$ cat config.mk
export PLATFORM = sky130hd
export DESIGN_NAME = calc_sseg_scan_ctrl
export DESIGN_NICKNAME = d
export VERILOG_FILES = /design/src/rtl/calc_sseg_scan_ctrl.sv
export SDC_FILE = /design/constraint.sdc
export NUM_CORES = 1
export LEC_CHECK = 0
export ABC_CLOCK_PERIOD_IN_PS = 3550
export CAP_MARGIN = 20
export CORE_MARGIN = 3
export CORE_UTILIZATION = 47
export DETAILED_ROUTE_END_ITERATION = 10
export PLACE_DENSITY = 0.63
export SYNTH_ARGS = -nofsm -noshare
export SYNTH_HDL_FRONTEND = slang
export SYNTH_SLANG_ARGS = --single-unit
$ cat constraint.sdc
create_clock -name clk -period 3.55 [get_ports clk]
set_input_delay 1.065 -clock clk [delete_from_list [all_inputs] [get_ports clk]]
set_output_delay 1.065 -clock clk [all_outputs]
set_load 0.005 [all_outputs]
$ cat src/rtl/calc_sseg_scan_ctrl.sv
// calc_sseg_scan_ctrl
//   Captures an 8-bit calculator result plus overflow flag on a load strobe,
//   converts it to three BCD digits with a one-shift-per-clock double-dabble
//   engine, and time-multiplexes the digits onto an 8-anode display.
//
// Ports:
//   clk       system clock, rising edge
//   reset_n   asynchronous active-low reset
//   load      capture strobe, honoured only while idle
//   rslt[7:0] unsigned result to display
//   overf     overflow flag shown on the ones-digit decimal point
//   busy      high while a conversion is running
//   num[3:0]  BCD value of the currently scanned digit
//   an[7:0]   active-low anode selects (an[7:3] always 1)
//   dp        active-low decimal point of the scanned digit
//
// Parameter: REFRESH_DIV  cycles each digit stays lit (>= 2)
// Option:    CALC_LEAD_ZERO_BLANK_EN  blanks leading-zero hundreds/tens slots
module calc_sseg_scan_ctrl #(
    parameter int REFRESH_DIV = 100000
) (
    input  logic       clk,
    input  logic       reset_n,
    input  logic       load,
    input  logic [7:0] rslt,
    input  logic       overf,
    output logic       busy,
    output logic [3:0] num,
    output logic [7:0] an,
    output logic       dp
);

    localparam int PW = (REFRESH_DIV > 1) ? $clog2(REFRESH_DIV) : 1;

    typedef enum logic {S_IDLE, S_CONV} state_t;

    state_t      state_q;
    logic        busy_q;
    logic [19:0] sh_q, sh_d;    // {hund, tens, ones, binary}
    logic [19:0] adj;
    logic [2:0]  cnt_q;
    logic        ovf_q;
    logic [3:0]  hund_q, tens_q, ones_q;
    logic        ovf_disp_q;
    logic [PW-1:0] pre_q;
    logic [1:0]  idx_q;

    // One double-dabble step: add 3 to any BCD nibble >= 5, then shift.
    always_comb begin
        adj = sh_q;
        for (int i = 0; i < 3; i++) begin
            if (sh_q[8+4*i +: 4] >= 4'd5)
                adj[8+4*i +: 4] = sh_q[8+4*i +: 4] + 4'd3;
        end
        sh_d = adj << 1;
    end

    always_ff @(posedge clk or negedge reset_n) begin
        if (!reset_n) begin
            state_q    <= S_IDLE;
            busy_q     <= 1'b0;
            sh_q       <= '0;
            cnt_q      <= '0;
            ovf_q      <= 1'b0;
            hund_q     <= '0;
            tens_q     <= '0;
            ones_q     <= '0;
            ovf_disp_q <= 1'b0;
        end else begin
            case (state_q)
                S_IDLE: begin
                    if (load) begin
                        sh_q    <= {12'b0, rslt};
                        ovf_q   <= overf;
                        cnt_q   <= '0;
                        busy_q  <= 1'b1;
                        state_q <= S_CONV;
                    end
                end
                default: begin
                    sh_q  <= sh_d;
                    cnt_q <= cnt_q + 3'd1;
                    // Eighth shift: commit the whole result at once so the
                    // scan never shows a partially converted value.
                    if (cnt_q == 3'd7) begin
                        hund_q     <= sh_d[19:16];
                        tens_q     <= sh_d[15:12];
                        ones_q     <= sh_d[11:8];
                        ovf_disp_q <= ovf_q;
                        busy_q     <= 1'b0;
                        state_q    <= S_IDLE;
                    end
                end
            endcase
        end
    end

    // Refresh scan: free-running, independent of conversion activity.
    always_ff @(posedge clk or negedge reset_n) begin
        if (!reset_n) begin
            pre_q <= '0;
            idx_q <= '0;
        end else if (pre_q == PW'(REFRESH_DIV - 1)) begin
            pre_q <= '0;
            case (idx_q)
                2'd0:    idx_q <= 2'd1;
                2'd1:    idx_q <= 2'd2;
                default: idx_q <= 2'd0;   // also recovers from index 3
            endcase
        end else begin
            pre_q <= pre_q + 1'b1;
        end
    end

    always_comb begin
        an  = 8'hFE;
        num = ones_q;
        dp  = 1'b1;
        case (idx_q)
            2'd0: begin
                an  = 8'hFE;
                num = ones_q;
                dp  = ~ovf_disp_q;
            end
            2'd1: begin
                an  = 8'hFD;
                num = tens_q;
`ifdef CALC_LEAD_ZERO_BLANK_EN
                if (hund_q == 4'd0 && tens_q == 4'd0) an = 8'hFF;
`endif
            end
            2'd2: begin
                an  = 8'hFB;
                num = hund_q;
`ifdef CALC_LEAD_ZERO_BLANK_EN
                if (hund_q == 4'd0) an = 8'hFF;
`endif
            end
            default: begin
                an  = 8'hFE;
                num = ones_q;
                dp  = ~ovf_disp_q;
            end
        endcase
    end

    assign busy = busy_q;

endmodule

# Word-level counts from Yosys, hierarchy flattened
# Index checks and enable logic that the tools add are counted.
[op_classes] bitwise=2 mux=18 reduce_logical=6 order_cmp=3 n_addsub=5 eq_ne=5
[op_table] cell="$mux W20" count=2
[op_table] cell="$add A17 B1 Y17 const B" count=1
[op_table] cell="$eq A17 B17 Y1 const B" count=1
[op_table] cell="$mux W17" count=1
[op_table] cell="$ge A4 B3 Y1 const B" count=3
[op_table] cell="$mux W3" count=3
[op_table] cell="$add A4 B2 Y4 const B" count=2
[op_table] cell="$mux W4" count=2
[op_table] cell="$pmux W4 S2" count=1
[op_table] cell="$mux W1" count=7
[op_table] cell="$pmux W3 S2" count=1
[op_table] cell="$reduce_and A2 Y1" count=3
[op_table] cell="$pmux W2 S2" count=1
[op_table] cell="$add A3 B1 Y3 const B" count=1
[op_table] cell="$add A3 B2 Y3 const B" count=1
[op_table] cell="$eq A3 B3 Y1 const B" count=1
[op_table] cell="$eq A2 B1 Y1 const B" count=1
[op_table] cell="$eq A2 B2 Y1 const B" count=1
[op_table] cell="$logic_not A2 Y1" count=1
[op_table] cell="$ne A2 B1 Y1 const B" count=1
[op_table] cell="$not A1 Y1" count=2
[op_table] cell="$reduce_bool A2 Y1" count=1
[op_table] cell="$reduce_or A2 Y1" count=1
[totals] word_cells=50 inputBits=12 output_inout_bits=14 ff_bits=58

# Depth between registers and ports, before layout
[depth] word_depth=3 ltp_mapped=6 depth_no_buf=6

# Worst setup path after synthesis
# Ideal clock, no wire load.
[synth_timing] path_kind="register to output" from="register idx_q[0]" to="output num[0]" path_buffers=1 t_arrival_ns=1.178 stages_incl_launch_ff=6 slack_ns=1.307 required_ns=2.485 path_cell_list="dfrtp_1 inv_1 ha_1 clkbuf_1 nor2_1 a21oi_1"
[synth_via] elab_chain_len=2
[synth_rtl] item="from (decl)" line="46" rtl="logic [1:0] idx_q;"
[synth_rtl] item="from (signal assigned)" line="102" rtl="idx_q <= '0;"
[synth_rtl] item="from (signal assigned)" line="106" rtl="2'd0: idx_q <= 2'd1;"
[synth_rtl] item="from (signal assigned)" line="107" rtl="2'd1: idx_q <= 2'd2;"
[synth_rtl] item="$eq A2 B2 Y1 or $eq A2 B1 Y1 (tied branches)" line="119" rtl="case (idx_q)"
[synth_rtl] item="$pmux W4 S2 *" line="119"
[synth_rtl] item="to (decl)" line="28" rtl="output logic [3:0] num,"
# Every way passes the cells marked *; elsewhere a longest branch is shown, timed or not.

# Worst setup path after layout
[layout_timing] from="register idx_q[0]" to="output num[1]"
# The elaborated chain is that of the path after synthesis.

==> impl.org <==
** Critical path
- Worst reg-to-reg setup slack :: 1.57 ns
- For this run, the slowest stage of the critical path takes ~0.51 ns.
- Startpoint type of the worst setup path :: flop
- Reg2Reg Capture Point :: idx_q[0]
- At the worst endpoint, the required time is between 2 and 2.5 ns.
- The startpoint identified for the worst register-to-register timing path is pre_q[12].
- Among all stages on the critical path, the largest delay is contributed by sky130_fd_sc_hd__clkdlybuf4s50_1.
- For the worst flop-to-flop path, the logic depth is 4.
- Worst Path Class, Setup :: flop to output pin
- Cells traversed along the worst timing path :: inv_1 -> ha_1 -> nor2_1 -> a21oi_1 -> clkdlybuf4s50_1
- Along the worst path, the maximum fanout reaches 10.
- Capturing element type of the critical path :: output pin
- Arrival time at the worst endpoint :: slightly below 2 ns

** Floorplan
- Total number of placement rows :: 27
- Die outline height :: about 85 µm
- In this run the horizontal extent of the chip is between 80 and 90 µm.
- 26 I/O pins were placed.
- After floorplanning, the core was sized to cover 5743 µm².
- Die Area :: a little over 7000 µm²
- Initial Utilization :: just over 50%

** Power
- Cell leakage power :: ~1.5 nW
- Areal power density over the cells :: between 700 and 800 nW/µm²
- The worst-case IR drop observed on VDD is between 300 and 400 µV.

** Placed design
- Half-perimeter wire length of the detailed placement result :: around 3600 µm
- Routability-driven placement finished with a final weighted congestion of 0.8085.
- Buffers placed on the I/O ports in this run total 20.
- Once placement completed, the tool counted placed cells totaling ~350.

** CTS
- In this run, post-CTS repair resized a total of 0 instances.
- The tree built by TritonCTS fans out to 58 sinks.
- Clock insertion delay at the later pin of the skew report :: around 0.32 ns
- Number of hold-repair buffers added at the cts stage :: 0
- Depth of the CTS H-tree :: 3
- Post-CTS clock slew at the launch and capture registers of the worst setup and hold paths :: approximately 0.060 ns
- Maximum clock insertion buffer count :: 2
- Clock root buffer :: sky130_fd_sc_hd__clkbuf_8
- In this run the post-CTS setup repair buffer count came out at 0.
- In this run, CTS created clock tree buffers numbering 9.
- CTS tree :: done

** GRT
- Entering global routing, the biggest net connects 49 pins.
- Antenna violations before repair :: 0
- Global-route wire length before repair :: ~9000 µm
- Total overflow reported by the global router :: 0
- The via count of the first global-routing pass was 1916.
- Global routing used 15.72% of the available tracks.

** Timing
- For the final routed database, the setup TNS stands at 0 ns.
- Across the routed clock network, the largest skew measured is approximately 0.008 ns.
- The final hold violation count came to 0.
- Setup repair after global routing left no endpoint under its margin.
- Maximum clock frequency :: 330.4 MHz
- Slew headroom :: between 40% and 50%
- Slew at the pin closest to its max-slew limit :: just under 0.8 ns
- # setup viols final :: 0
- Minimum clock period :: slightly above 3 ns
- Max-slew violations :: 0
- After layout, the worst path uses 85.25% of the clock period.

** Layout
- Number of nets in the layout :: about 320
- The library cell used most frequently in the layout, excluding fill and tap cells, is sky130_fd_sc_hd__dfrtp_1.
- In the final layout, the share of cells above drive strength 1 is between 10% and 20%.
- The top cell types in the final layout, fill and taps aside, are sky130_fd_sc_hd__dfrtp_1 (58), sky130_fd_sc_hd__clkdlybuf4s50_1 (19), sky130_fd_sc_hd__nand2_1 (18).
- At the end of the flow the core is filled with cells to between 50% and 60%.
- The count of cells in the finished layout, fillers not included, comes to 369.
- Layout-stage area growth over the synthesis result :: 15.11%
- 0 antenna diodes ended up in the layout.

** Yosys
- Area share of the largest cell type after synthesis :: about half
- In the synthesized netlist, the number of instances is between 200 and 300.
- Library cell with the largest summed area after synthesis :: sky130_fd_sc_hd__dfrtp_1
- Seq cells post-synth :: 58
- By area the synthesized netlist is led by sky130_fd_sc_hd__dfrtp_1 (50%), sky130_fd_sc_hd__ha_1 (5.6%), sky130_fd_sc_hd__mux2i_1 (5.5%), sky130_fd_sc_hd__xnor2_1 (3.6%), sky130_fd_sc_hd__mux2_2 (3.5%).
- Post-Synthesis Mean Instance Area :: ~11 µm²
- The mapped netlist covers 2898 µm².
- Count of yosys warnings during synthesis :: 0
- Synthesis instantiated 36 different standard cells from the library.
- Sequential fraction of the synthesis area :: approximately half

** Route
- Total Wirelength :: between 5000 and 6000 µm
- The detailed router placed between 1500 and 2000 vias in this run.
- Number of nets with antenna violations after routing :: 0
- The pre-antenna-repair detailed-routing pass consisted of 4 iterations.
- Initial detailed-routing violation count :: 100
- Number of remaining DRC errors :: 0
- Average detailed-routed wire length per instance :: 13.94 µm
- Average vias per placed instance :: about 5.4

** Worst hold path
- Number of cells traversed by the worst hold path :: 2
- Worst Hold End :: sh_q[1]
- The startpoint identified for the worst hold timing path is sh_q[0].
- The tightest min-delay check is of the flop to flop type.

** Flow run
- Max-Cap Viols :: 0

** Status
- The run finished with clean final reports.
==> how the worst max path moves through the flow <==
stage / from / cells past startpoint / end / slack (ns)
2_1_floorplan: idx_q[0] / 5 / num[0] / 1.31
3_3_place_gp: idx_q[0] / 5 / num[2] / 0.92
3_5_place_dp: idx_q[0] / 5 / num[1] / 0.86
4_1_cts: idx_q[0] / 5 / num[1] / 0.50
5_1_grt: idx_q[0] / 5 / num[2] / 0.37
6_report: idx_q[0] / 5 / num[1] / 0.52
==> routing by layer <==
| metal | GRT usage [%] | vias to the layer above | routed length, µm |
|---|---|---|---|
| met2 | 22.21 | 51 | 2261 |
| met1 | 22.63 | 966 | 2599 |
| met5 | 0 | - | 0 |
| li1 | - | 976 | - |
| met4 | 8.633 | 0 | 68 |
| met3 | 3.042 | 6 | 215 |
==> Yosys cell counts <==
library cell and number:
sky130_fd_sc_hd__dfrtp_1 58, sky130_fd_sc_hd__nand2_1 18, sky130_fd_sc_hd__nor2_1 17, sky130_fd_sc_hd__mux2i_1 16, sky130_fd_sc_hd__o21ai_0 14, sky130_fd_sc_hd__a21oi_1 13, sky130_fd_sc_hd__ha_1 13, sky130_fd_sc_hd__xnor2_1 12
sky130_fd_sc_hd__inv_1 11, sky130_fd_sc_hd__mux2_2 9, sky130_fd_sc_hd__nand2b_1 9, sky130_fd_sc_hd__nand4_1 8, sky130_fd_sc_hd__a21o_1 7, sky130_fd_sc_hd__clkbuf_1 7, sky130_fd_sc_hd__nor3b_1 7, sky130_fd_sc_hd__nand3_1 6
sky130_fd_sc_hd__xor2_1 6, sky130_fd_sc_hd__buf_4 5, sky130_fd_sc_hd__a22oi_1 4, sky130_fd_sc_hd__a22o_1 3, sky130_fd_sc_hd__and4_1 3, sky130_fd_sc_hd__nor3_1 3, sky130_fd_sc_hd__and2_1 2, sky130_fd_sc_hd__buf_1 2
sky130_fd_sc_hd__nor2b_1 2, sky130_fd_sc_hd__nor4_1 2, sky130_fd_sc_hd__o21ai_2 2, sky130_fd_sc_hd__and4_2 1, sky130_fd_sc_hd__buf_6 1, sky130_fd_sc_hd__conb_1 1, sky130_fd_sc_hd__nand4b_1 1, sky130_fd_sc_hd__nor4_4 1
sky130_fd_sc_hd__o22ai_1 1, sky130_fd_sc_hd__o31ai_1 1, sky130_fd_sc_hd__or4_4 1, sky130_fd_sc_hd__or4bb_1 1
==> sequential cells by signal, summed over array words and instances, names as in the netlist <==
register and flops:
ones_q 4, busy 1, state_q 1, cnt_q 3, ovf_disp_q 1, hund_q 4, tens_q 4, pre_q 17
ovf_q 1, sh_q 20, idx_q 2
==> per-stage QoR <==
step / worst slack [ns] / total power, mW / hold WS, ns / area (µm²)
finish: 0.5238 / 2.342 / 0.4861 / 3336
global route: 0.3702 / 2.523 / 0.5080 / 3336
CTS: 0.4980 / 2.371 / 0.4897 / 3316
detailed placement: 0.8590 / 1.832 / 0.4762 / 3146
global placement: 0.9167 / 1.810 / 0.4699 / 3146
floorplan: 1.307 / 1.595 / 0.4505 / 2913
==> where the power goes <==
part	total (mW)	switching, mW	internal (mW)	leakage (nW)
sequential	1.01	0.142	0.865	0.741
clock	0.523	0.239	0.284	0.0920
combinational	0.812	0.392	0.420	0.695
total	2.34	0.774	1.57	1.53
==> kinds of logic after synthesis <==
family	Yosys count	share of synthesized area [%]
multiplexers	25	9.024
AND/OR/NAND/NOR	82	15.93
XOR/XNOR	18	5.440
AO/OA/AOI/OAI	45	9.500
buffers and inverters	26	4.275
other	1	0.1294
flip-flops	58	50.09
adder cells (fa/ha/maj)	13	5.613
==> final cells by class <==
type / count / area [µm²]
Inverter: 11 / 41.29
Fill cell: 509 / 2407
Clock inverter: 3 / 15.01
Timing Repair Buffer: 25 / 245.2
Clock buffer: 12 / 155.1
Multi-Input combinational cell: 188 / 1338
Sequential cell: 58 / 1451
Tap cell: 72 / 90.09
==> worst max-delay path, delay by kind of cell, from the launching register on <==
kind	cells	cell delay, ns
flops	1	0.38
simple gates	1	0.09
fa+ha+maj	1	0.44
compound gates	1	0.12
buf+inv	2	0.60
Power figures use the tool's default switching activity.
